===== config.mk =====
export PLATFORM = sky130hd
export DESIGN_NAME = tabla1
export DESIGN_NICKNAME = d
export VERILOG_FILES = /design/src/rtl/tabla1_pkg.sv /design/src/rtl/tabla1_lut.sv /design/src/rtl/tabla1.sv
export SDC_FILE = /design/constraint.sdc
export NUM_CORES = 1
export LEC_CHECK = 0
export ABC_CLOCK_PERIOD_IN_PS = 800
export CORE_UTILIZATION = 39
export CTS_CLUSTER_SIZE = 24
export DETAILED_ROUTE_END_ITERATION = 8
export GPL_TIMING_DRIVEN = 0
export PLACE_DENSITY_LB_ADDON = 0.3
export SLEW_MARGIN = 15
export SYNTH_ARGS = -nofsm -noshare
export SYNTH_HDL_FRONTEND = slang
export SYNTH_SLANG_ARGS = --single-unit

===== constraint.sdc =====
create_clock -name clk -period 0.8 [get_ports clk]
set_input_delay 0.2 -clock clk [delete_from_list [all_inputs] [get_ports clk]]
set_output_delay 0.2 -clock clk [all_outputs]
set_load 0.02 [all_outputs]

===== src/rtl/tabla1_pkg.sv =====
// Shared truth-table constants and result type for the tabla1 lookup block.
package tabla1_pkg;

   localparam int unsigned IDX_W = 4;
   localparam int unsigned COV_W = 16;

   // Bit i of each constant is the table output for minterm i ({a,b,c} or {a,b,c,d}).
   localparam logic [7:0]       TABLA1A_TT = 8'b0011_0001;
   localparam logic [7:0]       TABLA1B_TT = 8'b1100_0111;
   localparam logic [COV_W-1:0] TABLA1C_TT = 16'b1011_0001_1011_1101;

   typedef struct packed {
      logic y1;
      logic y2;
      logic y3;
   } tabla1_res_t;

endpackage


===== src/rtl/tabla1_lut.sv =====
// Purely combinational 4-input lookup of tables 1a, 1b and 1c.
module tabla1_lut
   import tabla1_pkg::*;
(
   input  logic [IDX_W-1:0] idx_i,
   output tabla1_res_t      res_c
);

   // Tables 1a/1b use only {a,b,c}; d is the LSB of the index and is dropped.
   always_comb begin
      res_c    = '0;
      res_c.y1 = TABLA1A_TT[idx_i[3:1]];
      res_c.y2 = TABLA1B_TT[idx_i[3:1]];
      res_c.y3 = TABLA1C_TT[idx_i];
   end

endmodule


===== src/rtl/tabla1.sv =====
// Registered truth-table evaluator with a sticky coverage bitmap of sampled inputs.
module tabla1
   import tabla1_pkg::*;
(
   input  logic             clk,
   input  logic             rst_n,
   input  logic             en,
   input  logic             a,
   input  logic             b,
   input  logic             c,
   input  logic             d,
   output logic             y1,
   output logic             y2,
   output logic             y3,
   output logic             valid,
   output logic [COV_W-1:0] seen,
   output logic             all_seen
);

   logic [IDX_W-1:0] idx;
   tabla1_res_t      lut_res;
   tabla1_res_t      res_q, res_d;
   logic             valid_q, valid_d;
   logic [COV_W-1:0] seen_q, seen_d;

   assign idx = {a, b, c, d};

   tabla1_lut u_lut (
      .idx_i (idx),
      .res_c (lut_res)
   );

   always_comb begin
      res_d   = res_q;
      valid_d = 1'b0;
      seen_d  = seen_q;
      if (en) begin
         res_d   = lut_res;
         valid_d = 1'b1;
         seen_d  = seen_q | (COV_W'(1) << idx);
      end
   end

   always_ff @(posedge clk) begin
      if (!rst_n) begin
         res_q   <= '0;
         valid_q <= 1'b0;
         seen_q  <= '0;
      end else begin
         res_q   <= res_d;
         valid_q <= valid_d;
         seen_q  <= seen_d;
      end
   end

   assign y1       = res_q.y1;
   assign y2       = res_q.y2;
   assign y3       = res_q.y3;
   assign valid    = valid_q;
   assign seen     = seen_q;
   assign all_seen = (seen_q == {COV_W{1'b1}});

endmodule


======== Word level (Yosys, flattened, before mapping) ========
Memories as Yosys holds them, arrays and structs flattened. A register that Yosys moved wholly into a read port is not among the register bits.
Cells that the tools add are included.
Widths: inputs -> output; s select.
storage, ports and cells
  memory bits (read-only) ................. 32
  word-level logic and storage cells ...... 12
  register bits after elaboration ......... 17
  memories ................................ 3
  output and inout bits ................... 21
  input port bits ......................... 7
operators by class
  reduce and logical (&&, ||, !) cells .... 3
  eq/ne operators ......................... 1
  bitwise operators ....................... 1
  multiplexer cells ....................... 1
  shift operators ......................... 1
memory list
  name              depth  width  read ports  clocked after memory_dff  write ports  line              source
  (name not given)  16     1      1           1                         0            tabla1_lut.sv:14  res_c.y3 = TABLA1C_TT[idx_i];
  (name not given)  8      1      1           1                         0            tabla1_lut.sv:13  res_c.y2 = TABLA1B_TT[idx_i[3:1]];
  (name not given)  8      1      1           1                         0            tabla1_lut.sv:12  res_c.y1 = TABLA1A_TT[idx_i[3:1]];
operators by type and width
  cell                  number
  $eq 16x16->1 const B  1
  $or 16x16->16         1
  $shl 1x4->16 const A  1
  $logic_not 1->1       3
  $mux 1                1

======== Logic depth before layout (Yosys ltp) ========
Gate-level depths: netlist of the first run.
  depth after elaboration ................. 2
  gate-level depth with buffers ........... 4
  gate-level depth less buffers ........... 3

======== Cells and area by module ========
Synthesis of the first run repeated with hierarchy kept, for this count alone.
second synthesis, totals
  cells, all modules ...................... 79
  area total of the unflattened synthesis .. 769.5 um^2
by module, submodules not included
  module      cells each  area an instance (um^2)  sequential area each (um^2)  instances
  tabla1      73          724.4                    400.4                        1
  tabla1_lut  6           45.0                     0.0                          1

======== Worst setup path after synthesis of the first run ========
No wires, ideal clock.
  path type ............................... register -> output
  start point ............................. register seen_q[13], in the netlist seen[13]
  end point ............................... output port all_seen
  arrival ................................. 1295 ps
  cell stages (with the launch flop) ...... 3
  slack ................................... -695 ps
  buffers on the path ..................... 0
  required time ........................... 600 ps
  cells stage by stage .................... dfxtp_1 -> nand4_1 -> nor4_1
between the ends
  longest elaborated chain between the ends .. 1
RTL lines
  what                    line          source
  from (decl)             tabla1.sv:24  logic [COV_W-1:0] seen_q, seen_d;
  from (signal assigned)  tabla1.sv:52  seen_q <= seen_d;
  $eq 16x16->1            tabla1.sv:61  assign all_seen = (seen_q == {COV_W{1'b1}});
  to (decl)               tabla1.sv:17  output logic all_seen
No other way between the ends.

======== Worst setup path after layout of the first run ========
  start point ............................. register seen_q[2], in the netlist seen[2]
  end point ............................... output port all_seen
The elaborated chain is that of the path after synthesis.

==> impl_metrics.ini, run 1 <==
[power]
finalPower_uw = 1830
power_density_mw_per_mm2 = 1390
leakagePower_uw = 0.000557
max-vdd-ir-drop_v = 0.000966

[timing]
fin_crit_sh_pct = 186
finalHoldViolations = 0
slew_viol_final = 0
rsz0062_at_grt = yes
finalWorstSetupSlack_ns = -0.692
period_needed_ns = 1.49
max_freq_ghz = 0.670
skew_ns = 0
worstMarginPinSlew_ns = 0.200
finalSetupViolCount = 22
slew_headroom_pct = 86.6

[job]
drv_cap = 0

[cts]
hold_buffers = 0
path_clk_slew_ns = 0.11
cts.sinks = 20
tritoncts = built
htree_levels = 1
clock_path_buffers = 2
clkLatencyLatePin_ns = 0.30
root_buffer = clkbuf_4
numCtsBuffers = 3

[critical_path]
worst_path_largest_cell_delay_ns = 0.37
crit_family = simple AND/OR/NAND/NOR gates
worstSetupEndpointType = output pin
path_cells = nand4_1 -> nor4_4 -> buf_4
crit_path_top_delay_cell = dfxtp_4
worst_ep_required_time_ns = 0.60
crit_type = reg -> out
crit_arrival_ns = 1.29
critical_path_peak_fanout = 3
cp_num_buf_inv = 1
startpoint_type = flip-flop

[global_routing]
antenna_found_initial = 0
grt_pass1_wl_um = 2860
grtUsageTotal_pct = 18.5
grt_overflow = 0
grt_start_max_net_pins = 11
grt_pass1_vias = 647

[detailed_routing]
drtIter0Drc = 3
routed_wl_um = 1880
drc = 0
ant_nets = 0
vias_per_cell = 5.02
dr.pass1.iters = 4
dr_total_vias = 723
wire_per_inst_um = 13.0

[yosys]
synthCells = 81
syn_area_per_cell_um2 = 10.3
yosysSeqAreaShare_pct = 48.2
yosysUniqueCellTypes = 27
yosysWarnings = 0
ys_seq_elements = 20
syn_area_um2 = 831
synth_nets = 88

[final_layout]
final_common_cell = buf_6
layout.nets = 126
layout_common_cells = buf_6, o21a_1, dfxtp_2, nor2_1, dfxtp_4
syn_to_final_growth_pct = 58.0
antennaDiodeCount = 0
drive_above_1_share_pct = 61.5

[floorplan]
core_mm2 = 0.00198
io-pin-count = 28
die_area_mm2 = 0.00232
num_rows = 16
dieWidth_um = 48.2
start_util_pct = 41.9
die_h_um = 48.2

[outcome]
outcome = complete, but fails checks
violations = negative setup slack

[placement]
io_buffers = 25
dp_hpwl_um = 1300
gp_congestion = 0.774
preCtsSetupSlack_ns = -0.808

[hold_path]
min_path_type = in -> reg
[cell families after synthesis]
| logic type | Yosys count | synth area share, % |
|---|---|---|
| AO/OA/AOI/OAI | 20 | 18.2 |
| buffers and inverters | 5 | 4.37 |
| flip-flops | 20 | 48.2 |
| multiplexers | 1 | 1.20 |
| AND/OR/NAND/NOR | 35 | 28.0 |
[timing repair]
item                                    in CTS  in global routing
cloned                                       2                  0
endpoints found under the setup margin      40                 24
buffers inserted                             3                  3
pin swaps                                    4                  4
resized for setup                          143                  8
[where the power goes]
group | switching (uW) | internal (uW) | total [uW] | leakage (uW)
Sequential | 23.4 | 1020 | 1040 | 0.000174
Combinational | 148 | 167 | 315 | 0.000370
Clock | 295 | 176 | 471 | 0.0000138
Total | 467 | 1360 | 1830 | 0.000557
[path summary, 6_finish.rpt]
check	end	cells after the start	slack (ns)	startpoint
max reg2reg	y2$_SDFFE_PN0P_	2	-0.04	y2$_SDFFE_PN0P_
min	valid$_SDFF_PN0_	2	0.16	en
min reg2reg	seen[12]$_SDFFE_PN0P_	1	0.48	seen[12]$_SDFFE_PN0P_
max	all_seen	3	-0.69	seen[2]$_SDFFE_PN0P_
[layout make-up]
type	instances	area, um^2
timing repair buffer	33	332
sequential	20	440
tap	27	33.8
multi-input combinational	56	420
clock buffer	3	22.5
buffer	5	63.8
fill	157	669
[synth_stat cells]
cell type | instances | share of area, %
nor2b_1 | 5 | 3.8
nor3b_1 | 1 | 0.90
nor4_1 | 1 | 0.75
nor3_2 | 2 | 2.4
nand4_1 | 4 | 3.0
buf_4 | 2 | 1.8
and2b_2 | 2 | 2.1
o221a_2 | 1 | 1.4
nor2b_4 | 1 | 1.7
nand3_1 | 1 | 0.60
nand2b_4 | 1 | 1.7
and2_2 | 1 | 0.90
a31oi_1 | 1 | 0.75
mux2i_1 | 1 | 1.2
buf_2 | 2 | 1.2
nand3b_1 | 2 | 1.8
o211ai_1 | 1 | 0.90
nand2_2 | 1 | 0.75
dfxtp_1 | 20 | 48
nand2b_2 | 1 | 1.1
nor2_1 | 10 | 4.5
a22o_1 | 1 | 1.1
nor3b_2 | 1 | 1.5
buf_6 | 1 | 1.4
a21oi_1 | 1 | 0.60
nor3_1 | 1 | 0.60
o21a_1 | 15 | 14
[metal layers]
metal	track usage [%]	vias to the layer above	routed length, um
li1	-	361	-
met1	24.8	336	881
met2	27.7	20	869
met3	3.33	6	66
met4	10.6	0	62
met5	0	-	0
[metrics by stage]
stage	hold WS (ns)	cells	area [um^2]	setup TNS [ns]	utilization, %
after floorplan	0.357	81	905	-0.433	-
after global placement	0.453	133	1190	-18.60	60.0
after detailed placement	0.458	133	1190	-18.87	60.0
after CTS	0.161	141	1270	-4.52	64.0
after global routing	0.156	144	1310	-5.25	66.2
final	0.156	144	1310	-4.63	66.2
[sequential cells by signal (all words and copies together), names as in the netlist]
| register | flops |
|---|---|
| seen | 16 |
| valid | 1 |
| y3 | 1 |
| y2 | 1 |
| y1 | 1 |
(Power assumes the default switching activity.)
==> inputs of run 2 (changes only) <==
--- a/config.mk
+++ b/config.mk
@@ -8,2 +8,3 @@
 export ABC_CLOCK_PERIOD_IN_PS = 800
+export CAP_MARGIN = 25
 export CORE_UTILIZATION = 39
==> constraint.sdc (replaced) <==
create_clock -name clk -period 0.8 [get_ports clk]
set_input_delay 0.16 -clock clk [delete_from_list [all_inputs] [get_ports clk]]
set_output_delay 0.16 -clock clk [all_outputs]
set_load 0.02 [all_outputs]
==> impl_metrics.ini, run 2 (same netlist as run 1, synthesis figures left out) <==
[floorplan]
dieWidth_um = 48.2
io-pin-count = 28
core_mm2 = 0.00198
num_rows = 16
start_util_pct = 41.9
die_h_um = 48.2
die_area_mm2 = 0.00232

[final_layout]
ff_latch_area_um2 = 440
drive_above_1_share_pct = 62.4
syn_to_final_growth_pct = 57.1
multiInputGateArea_um2 = 438
layout_common_cells = buf_6, o21a_1, dfxtp_2, nor2_1, buf_4
antennaDiodeCount = 0
layout.nets = 125
largest_register_ffs = 16
final_common_cell = buf_6
fillCellCount = 154
design_area_mm2 = 0.00131

[critical_path]
crit_family = simple AND/OR/NAND/NOR gates
reg2regPathDepth = 2
path_cells = nand4_1 -> nor4_4 -> buf_4
crit_arrival_ns = 1.29
cp_num_buf_inv = 1
worst_path_largest_cell_delay_ns = 0.36
worstSetupEndpointType = output pin
critical_path_peak_fanout = 3
crit_type = reg -> out
crit_path_top_delay_cell = dfxtp_2
rr_startpoint = y2$_SDFFE_PN0P_
worst_ep_required_time_ns = 0.64
timing.rr.end = y2$_SDFFE_PN0P_
setup.worst_path.start = seen[13]$_SDFFE_PN0P_
startpoint_type = flip-flop
worstSetupEndpoint = all_seen
r2r_slack_ns = -0.04
cp_num_cells = 3

[power]
power_density_mw_per_mm2 = 1410
max-vdd-ir-drop_v = 0.00110
leakagePower_uw = 0.000563
finalPower_uw = 1840

[outcome]
outcome = complete, but fails checks
violations = negative setup slack

[timing]
finalSetupViolCount = 22
finalHoldViolations = 0
slew_viol_final = 0
worstMarginPinSlew_ns = 0.201
rsz0062_at_grt = yes
slew_headroom_pct = 86.5
period_needed_ns = 1.45
fin_crit_sh_pct = 182
finalWorstSetupSlack_ns = -0.654
skew_ns = 0
max_freq_ghz = 0.688

[global_routing]
grt_start_max_net_pins = 12
grtUsageTotal_pct = 17.4
grt_pass1_vias = 638
grt_pass1_wl_um = 2750
antenna_found_initial = 0
grt_overflow = 0

[cts]
tritoncts = built
htree_levels = 1
clock_path_buffers = 2
root_buffer = clkbuf_4
numCtsBuffers = 3
cts.sinks = 20
clkLatencyLatePin_ns = 0.29
path_clk_slew_ns = 0.11

[placement]
io_buffers = 25
gp_congestion = 0.698
dp_hpwl_um = 1300
place_area_mm2 = 0.00118

[detailed_routing]
ant_nets = 0
wire_per_inst_um = 13.0
dr.pass1.iters = 4
routed_wl_um = 1880
vias_per_cell = 5.09
drtIter0Drc = 13
dr_total_vias = 733
drc = 0

[job]
drv_cap = 0

[hold_path]
min_path_cells = 2
min_path_type = in -> reg
[run 2: repair_timing]
action	4_1_cts	5_1_grt
buffers inserted	5	2
endpoints found under the setup margin	40	33
pin swaps	4	1
hold buffers	0	0
resized for setup	135	12
[run 2: how the worst min path moves through the flow]
| stage | start | endpoint | slack (ns) |
|---|---|---|---|
| after floorplan | rst_n | valid$_SDFF_PN0_ | 0.32 |
| after global placement | en | valid$_SDFF_PN0_ | 0.44 |
| after detailed placement | en | valid$_SDFF_PN0_ | 0.45 |
| after CTS | en | valid$_SDFF_PN0_ | 0.14 |
| after global routing | en | valid$_SDFF_PN0_ | 0.14 |
| final | en | valid$_SDFF_PN0_ | 0.15 |
[run 2: report_power, final]
| group | leakage [uW] | total [uW] | switching, uW | internal, uW |
|---|---|---|---|---|
| clock | 0.0000154 | 476 | 294 | 182 |
| combinational | 0.000374 | 320 | 151 | 169 |
| sequential | 0.000174 | 1040 | 23.1 | 1020 |
[run 2: metal layers]
layer | vias up | share of wire [%] | global-route usage (%)
met5 | - | 0 | 0
met4 | 0 | 1.3 | 6.67
met3 | 4 | 3.5 | 3.70
met2 | 15 | 50 | 28.3
met1 | 353 | 45 | 22.6
li1 | 361 | - | -
[run 2: per-stage QoR]
stage	setup TNS [ns]	std cells	hold WS, ns	setup WS (ns)	util (%)
2_1_floorplan	-0.326	81	0.317	-0.295	-
3_3_place_gp	-17.00	133	0.443	-0.779	59.4
3_5_place_dp	-17.14	133	0.454	-0.814	59.4
4_1_cts	-3.62	142	0.145	-0.633	63.8
5_1_grt	-4.50	144	0.138	-0.725	65.8
6_report	-3.53	144	0.148	-0.654	65.8
[run 2: final cells by class]
class / instances / area share (%)
tap: 27 / 2.59
buffer: 5 / 4.31
multi-input combinational: 56 / 33.6
timing repair buffer: 32 / 23.8
clock buffer: 3 / 1.73
sequential: 20 / 33.7
clock inverter: 1 / 0.288
